<file path="src/rtl/radio_pkg.sv">
// ============================================================================
// Module      : radio_pkg
// Description : Shared types, tuning constants and K clamp helper for radio_ctrl.
// Revision    : 1.0 - initial release
// ============================================================================
`default_nettype none

package radio_pkg;

   typedef enum logic {
      IDLE   = 1'b0,
      SETTLE = 1'b1
   } tune_state_t;

   localparam int          DDS_W       = 32;
   localparam logic [31:0] c_k_default = 32'h1999_999A;
   localparam logic [31:0] c_k_step    = 32'h0005_5555;
   localparam logic [31:0] c_k_min     = 32'h1333_3333;
   localparam logic [31:0] c_k_max     = 32'h2000_0000;

   // v carries one guard bit so step overflow past hi is still seen as "above".
   function automatic logic [DDS_W-1:0] clamp_k(input logic [DDS_W:0]   v,
                                                input logic [DDS_W-1:0] lo,
                                                input logic [DDS_W-1:0] hi);
      if (v < {1'b0, lo})
         return lo;
      else if (v > {1'b0, hi})
         return hi;
      else
         return v[DDS_W-1:0];
   endfunction

endpackage

`default_nettype wire

</file>
<file path="src/rtl/ce_divider.sv">
// ============================================================================
// Module      : ce_divider
// Description : Modulo-N counter advancing on en_in; en_out marks the wrap.
// Revision    : 1.0 - initial release
// ============================================================================
`default_nettype none

module ce_divider #(
   parameter int N = 2
) (
   input  logic clk,
   input  logic rst_n,
   input  logic en_in,
   output logic en_out
);

   localparam int             W      = (N > 1) ? $clog2(N) : 1;
   localparam logic [W-1:0]   c_last = W'(N - 1);

   logic [W-1:0] r_cnt;

   always_ff @(posedge clk or negedge rst_n) begin
      if (!rst_n)
         r_cnt <= '0;
      else if (en_in)
         r_cnt <= (r_cnt == c_last) ? '0 : r_cnt + 1'b1;
   end

   assign en_out = en_in & (r_cnt == c_last);

endmodule

`default_nettype wire

</file>
<file path="src/rtl/radio_ctrl.sv">
// ============================================================================
// Module      : radio_ctrl
// Description : Clock-enable sequencer, DDS K tuning and post-retune audio mute.
// Revision    : 1.0 - initial release
// ============================================================================
`default_nettype none

module radio_ctrl
   import radio_pkg::*;
#(
   parameter int                   WIDTH_DDS = DDS_W,
   parameter int                   R1A       = 5,
   parameter int                   R1B       = 50,
   parameter int                   R2        = 30,
   parameter int                   SETTLE_A  = 8,
   parameter logic [WIDTH_DDS-1:0] K_DEFAULT = c_k_default,
   parameter logic [WIDTH_DDS-1:0] K_STEP    = c_k_step,
   parameter logic [WIDTH_DDS-1:0] K_MIN     = c_k_min,
   parameter logic [WIDTH_DDS-1:0] K_MAX     = c_k_max
) (
   input  logic                  clk,
   input  logic                  reset,
   input  logic                  tune_req,
   input  logic [WIDTH_DDS-1:0]  tune_k,
   input  logic                  tune_up,
   input  logic                  tune_down,
   output logic                  tune_ack,
   output logic                  busy,
   output logic                  en1,
   output logic                  en_b,
   output logic                  en_a,
   output logic [WIDTH_DDS-1:0]  K,
   input  logic signed [15:0]    demod_in,
   output logic signed [15:0]    audio_out,
   output logic                  audio_valid
);

   localparam int            SW           = $clog2(SETTLE_A + 1);
   localparam logic [SW-1:0] c_settle_load = SW'(SETTLE_A);
   localparam logic [SW-1:0] c_settle_last = SW'(1);

   logic                     w_en1, w_en_b, w_en_a;
   logic                     w_step, w_accept, w_busy;
   logic [WIDTH_DDS:0]       w_sum, w_diff;
   logic [WIDTH_DDS-1:0]     w_k_next;
   tune_state_t              r_state, w_state_next;
   logic [SW-1:0]            r_settle_cnt;
   logic [WIDTH_DDS-1:0]     r_k;
   logic                     r_tune_ack;
   logic signed [15:0]       r_audio;
   logic                     r_audio_valid;

   ce_divider #(.N(R1A)) u_div_1 (.clk(clk), .rst_n(reset), .en_in(1'b1),  .en_out(w_en1));
   ce_divider #(.N(R1B)) u_div_b (.clk(clk), .rst_n(reset), .en_in(w_en1), .en_out(w_en_b));
   ce_divider #(.N(R2))  u_div_a (.clk(clk), .rst_n(reset), .en_in(w_en_b), .en_out(w_en_a));

   // Conflicting up+down cancels out; tune_req overrides any step.
   assign w_step   = tune_up ^ tune_down;
   assign w_accept = tune_req | w_step;
   assign w_sum    = {1'b0, r_k} + {1'b0, K_STEP};
   assign w_diff   = {1'b0, r_k} - {1'b0, K_STEP};

   always_comb begin
      w_k_next = r_k;
      if (tune_req)
         w_k_next = clamp_k({1'b0, tune_k}, K_MIN, K_MAX);
      else if (w_step && tune_up)
         w_k_next = clamp_k(w_sum, K_MIN, K_MAX);
      else if (w_step)
         w_k_next = w_diff[WIDTH_DDS] ? K_MIN : clamp_k(w_diff, K_MIN, K_MAX);
   end

   always_ff @(posedge clk or negedge reset) begin
      if (!reset) begin
         r_state <= SETTLE;
      end else begin
         r_state <= w_state_next;
      end
   end

   always_comb begin
      w_state_next = r_state;
      case (r_state)
         IDLE:    if (w_accept) w_state_next = SETTLE;
         SETTLE:  if (!w_accept && w_en_a && (r_settle_cnt == c_settle_last))
                     w_state_next = IDLE;
         default: w_state_next = SETTLE;
      endcase
   end

   always_comb begin
      w_busy = (r_state == SETTLE);
   end

   always_ff @(posedge clk or negedge reset) begin
      if (!reset) begin
         r_settle_cnt  <= c_settle_load;
         r_k           <= K_DEFAULT;
         r_tune_ack    <= 1'b0;
         r_audio       <= '0;
         r_audio_valid <= 1'b0;
      end else begin
         if (w_accept)
            r_settle_cnt <= c_settle_load;
         else if ((r_state == SETTLE) && w_en_a)
            r_settle_cnt <= r_settle_cnt - 1'b1;
         r_k           <= w_k_next;
         r_tune_ack    <= w_accept;
         // The en_a that ends settling still sees busy=1 and emits silence.
         if (w_en_a)
            r_audio <= w_busy ? '0 : demod_in;
         r_audio_valid <= w_en_a;
      end
   end

   assign tune_ack    = r_tune_ack;
   assign busy        = w_busy;
   assign en1         = w_en1;
   assign en_b        = w_en_b;
   assign en_a        = w_en_a;
   assign K           = r_k;
   assign audio_out   = r_audio;
   assign audio_valid = r_audio_valid;

endmodule

`default_nettype wire

</file>
<file path="config.mk">
export PLATFORM = sky130hd
export DESIGN_NAME = radio_ctrl
export DESIGN_NICKNAME = d
export VERILOG_FILES = /design/src/rtl/radio_pkg.sv /design/src/rtl/ce_divider.sv /design/src/rtl/radio_ctrl.sv
export SDC_FILE = /design/constraint.sdc
export NUM_CORES = 1
export LEC_CHECK = 0
export BUFFER_PORTS_ARGS = -buffer_cell sky130_fd_sc_hd__buf_2
export CAP_MARGIN = 25
export CORE_ASPECT_RATIO = 0.5
export CORE_MARGIN = 3
export CORE_UTILIZATION = 45
export CTS_CLUSTER_DIAMETER = 30
export DETAILED_ROUTE_END_ITERATION = 7
export PLACE_DENSITY_LB_ADDON = 0.25
export SYNTH_ARGS = -nofsm -noshare
export SYNTH_HDL_FRONTEND = slang
export SYNTH_SLANG_ARGS = --single-unit
</file>
<file path="constraint.sdc">
create_clock -name clk -period 7.65 [get_ports clk]
set_clock_uncertainty 0.05 [all_clocks]
set_input_delay 0.3825 -clock clk [delete_from_list [all_inputs] [get_ports clk]]
set_output_delay 0.3825 -clock clk [all_outputs]
set_load 0.02 [all_outputs]
</file>
==> results.json <==
{
  "synthMuxAreaShare_pct": 0.886,
  "synth-seq-cells": 69,
  "hpwl_mm": 18.9,
  "crit_path_max_fanout": 20,
  "min-delay-path-class": "in2async",
  "cts.sinks": 69,
  "post-cts-setup-buffers": 0,
  "seq_area_um2": 1750,
  "synth_edf_count": 0,
  "netlist.area_leader.share_pct": 18.4,
  "period_minus_slack_ns": 5.11,
  "wirelength_mm": 25.8,
  "synth-compound-area-share_pct": 30.1,
  "use_met3_pct": 6.81,
  "setup_violations": 0,
  "grt_pass1_wl_mm": 40.4,
  "cts_inserted_buffers": 9,
  "min_period_over_period_pct": 66.8,
  "required_ns": 7.87,
  "grt_pass1_vias": 7066,
  "use_met1_pct": 42.8,
  "synthTopCellsByArea": "dfrtp_1, dfstp_2, nand2_1",
  "top_usage_layer": "met1",
  "synth_xor_area_share_pct": 4.59,
  "antenna_left": 0,
  "cp-start-kind": "flop",
  "fmax_mhz": 196,
  "drt_iter0_markers": 1038,
  "fillCellCount": 1455,
  "synth_nets": 1001,
  "drive_gt1_share_pct": 18.5,
  "grt_usage_pct": 29.3,
  "routabilityCongestion": 1.01,
  "synth.avg_cell_area_um2": 7.55,
  "postSynthCellCount": 935,
  "utilization_pct": 52.8,
  "slew_headroom_pct": 39.7,
  "cp-end-kind": "flop",
  "cts_resized": 0,
  "p_per_area_nw_per_um2": 322,
  "finalSetupTns_ns": 0,
  "critical_path_class": "reg2reg",
  "syn_to_final_growth_pct": 11.4,
  "synthArstFlopShare_pct": 100,
  "ctsRootBufferMaster": "clkbuf_16",
  "maxSlewViolCount": 0,
  "yosys.area_share.simple_pct": 31.5,
  "die_h_um": 94.6,
  "synth_fa_ha_area_share_pct": 2.30,
  "p_total_uw": 2530,
  "ys_types": 95,
  "num_antenna_cells": 0,
  "hold_viol_final": 0,
  "vias": 7878,
  "synth_area_leader_cell": "dfrtp_1",
  "multi_input_area_um2": 4900,
  "cts_tree": "done",
  "post_synth_most_frequent_cells": "nand2_1, nor2_1, o21ai_0",
  "syn_area_um2": 7060,
  "path_clk_slew_ns": 0.06,
  "start_util_pct": 47.4,
  "fp-row-count": 31,
  "grt_max_degree": 70,
  "ys_seq_area_share_pct": 24.7,
  "antenna_found_initial": 0,
  "ios": 107,
  "drt_pass1_iterations": 6,
  "core_um2": 14900,
  "peakVddDrop_mv": 0.189,
  "clock_path_buffers": 2,
  "maxCapViolCount": 0,
  "drc": 0,
  "nets": 1055,
  "ctsHoldBuffers": 0,
  "portBuffers": 106,
  "status": "completed",
  "htreeDepth": 3,
  "via_per_inst": 6.61,
  "p_leak_uw": 0.00312,
  "yosys.cell_count.top_type": "nand2_1",
  "fp.dieW_um": 183,
  "grt_use_met2_pct": 42.4,
  "clkLatencyLatePin_ns": 0.34,
  "ys.warnings.count": 0,
  "tightest_slew_ns": 0.896,
  "grt_overflow": 0,
  "rsz0062_at_grt": "false",
  "wl_per_cell_um": 21.6,
  "critPathArrivalTime_ns": 5.33,
  "dieArea_um2": 17300,
  "synth_top_family_by_area": "simple AND/OR/NAND/NOR gates",
  "ys.flop_type": "dfrtp_1"
}
[sequential cells by signal (all words and copies together), names as in the netlist]
signal / flops
busy: 1
u_div_b.r_cnt: 6
K: 32
audio_valid: 1
audio_out: 16
u_div_a.r_cnt: 5
r_settle_cnt: 4
tune_ack: 1
u_div_1.r_cnt: 3
[metrics by stage]
| step | hold WS (ns) | setup slack [ns] | area, µm² | std cells |
|---|---|---|---|---|
| 2_1_floorplan | 0.0369 | 3.54 | 7060 | 935 |
| 3_3_place_gp | 0.394 | 2.78 | 7570 | 1175 |
| 3_5_place_dp | 0.400 | 2.81 | 7570 | 1175 |
| 4_1_cts | 0.209 | 2.74 | 7860 | 1190 |
| 5_1_grt | 0.229 | 2.19 | 7870 | 1191 |
| 6_report | 0.202 | 2.54 | 7870 | 1191 |
[cell families (layout without fill, tap and decap cells)]
family	count (synthesis)	count (layout)
adder cells (fa/ha/maj)	13	13
XOR/XNOR	37	37
buffers and inverters	95	153
AO/OA/AOI/OAI	306	306
AND/OR/NAND/NOR	409	409
multiplexers	6	6
flip-flops	69	69
[layout by cell type, fill, tap and decap left out, types with 7 or more instances in the layout]
master and count:
buf_2 106, nand2_1 101, nor2_1 80, o21ai_0 64, a21oi_1 59, dfrtp_1 52
nand3_1 40, nand3b_1 29, nor3_1 25, inv_1 24, xnor2_1 23, a21o_1 21
a31oi_1 21, dfstp_2 17, nand2b_1 17, nor4_1 15, o211ai_1 14, xor2_1 14
nor2b_1 13, nand4_1 13, o31ai_1 13, ha_1 13, o21a_1 12, a211oi_1 12
or2_2 10, clkbuf_16 9, and2_1 8, or3_1 8, a22oi_1 8, buf_4 8
a21boi_0 7
[worst max-delay path, cell delays in order, from the launching register on]
cell	delay, ns
dfrtp_1	0.74
ha_1	0.43
o21ai_0	0.29
a211oi_2	0.54
o21ai_2	0.19
a2111oi_2	0.48
nor2_1	0.08
nor4b_1	0.39
nand3_1	0.13
o221ai_1	0.57
nand2_1	0.52
o311ai_1	0.44
a22o_1	0.19
[where the power goes]
| group | total, µW | internal [µW] | switching, µW |
|---|---|---|---|
| Sequential | 711 | 438 | 273 |
| Combinational | 1400 | 501 | 901 |
| Clock | 421 | 251 | 170 |
| Total | 2530 | 1190 | 1340 |
[path summary, 6_finish.rpt]
check	startpoint	endpoint	slack, ns	cells past startpoint
worst min-delay path	reset	u_div_b.r_cnt[5]$_DFFE_PN0P_	0.20	2
worst max register to register	K[0]$_DFFE_PN0P_	K[22]$_DFFE_PN0P_	2.54	12
max in group asynchronous	reset	K[17]$_DFFE_PN0P_	6.74	2
worst min register to register	audio_out[10]$_DFFE_PN0P_	audio_out[10]$_DFFE_PN0P_	0.41	2
min in group clk	demod_in[11]	audio_out[11]$_DFFE_PN0P_	0.22	3
worst max-delay path	K[0]$_DFFE_PN0P_	K[22]$_DFFE_PN0P_	2.54	12
[layer usage]
layer,part of all wire (%),vias up
met5,0,-
met4,2.7,0
met3,11,65
met2,41,522
met1,45,3698
li1,-,3593
[final cells by class]
cell class                 count  share of cell area, %
clock buffer                   9                   2.86
timing repair buffer         114                   7.51
multi-input combinational    771                   62.3
inverter                      24                   1.15
sequential                    69                   22.2
clock inverter                 6                  0.811
tap                          198                   3.15
No activity file was read; power rests on OpenSTA's default activity.
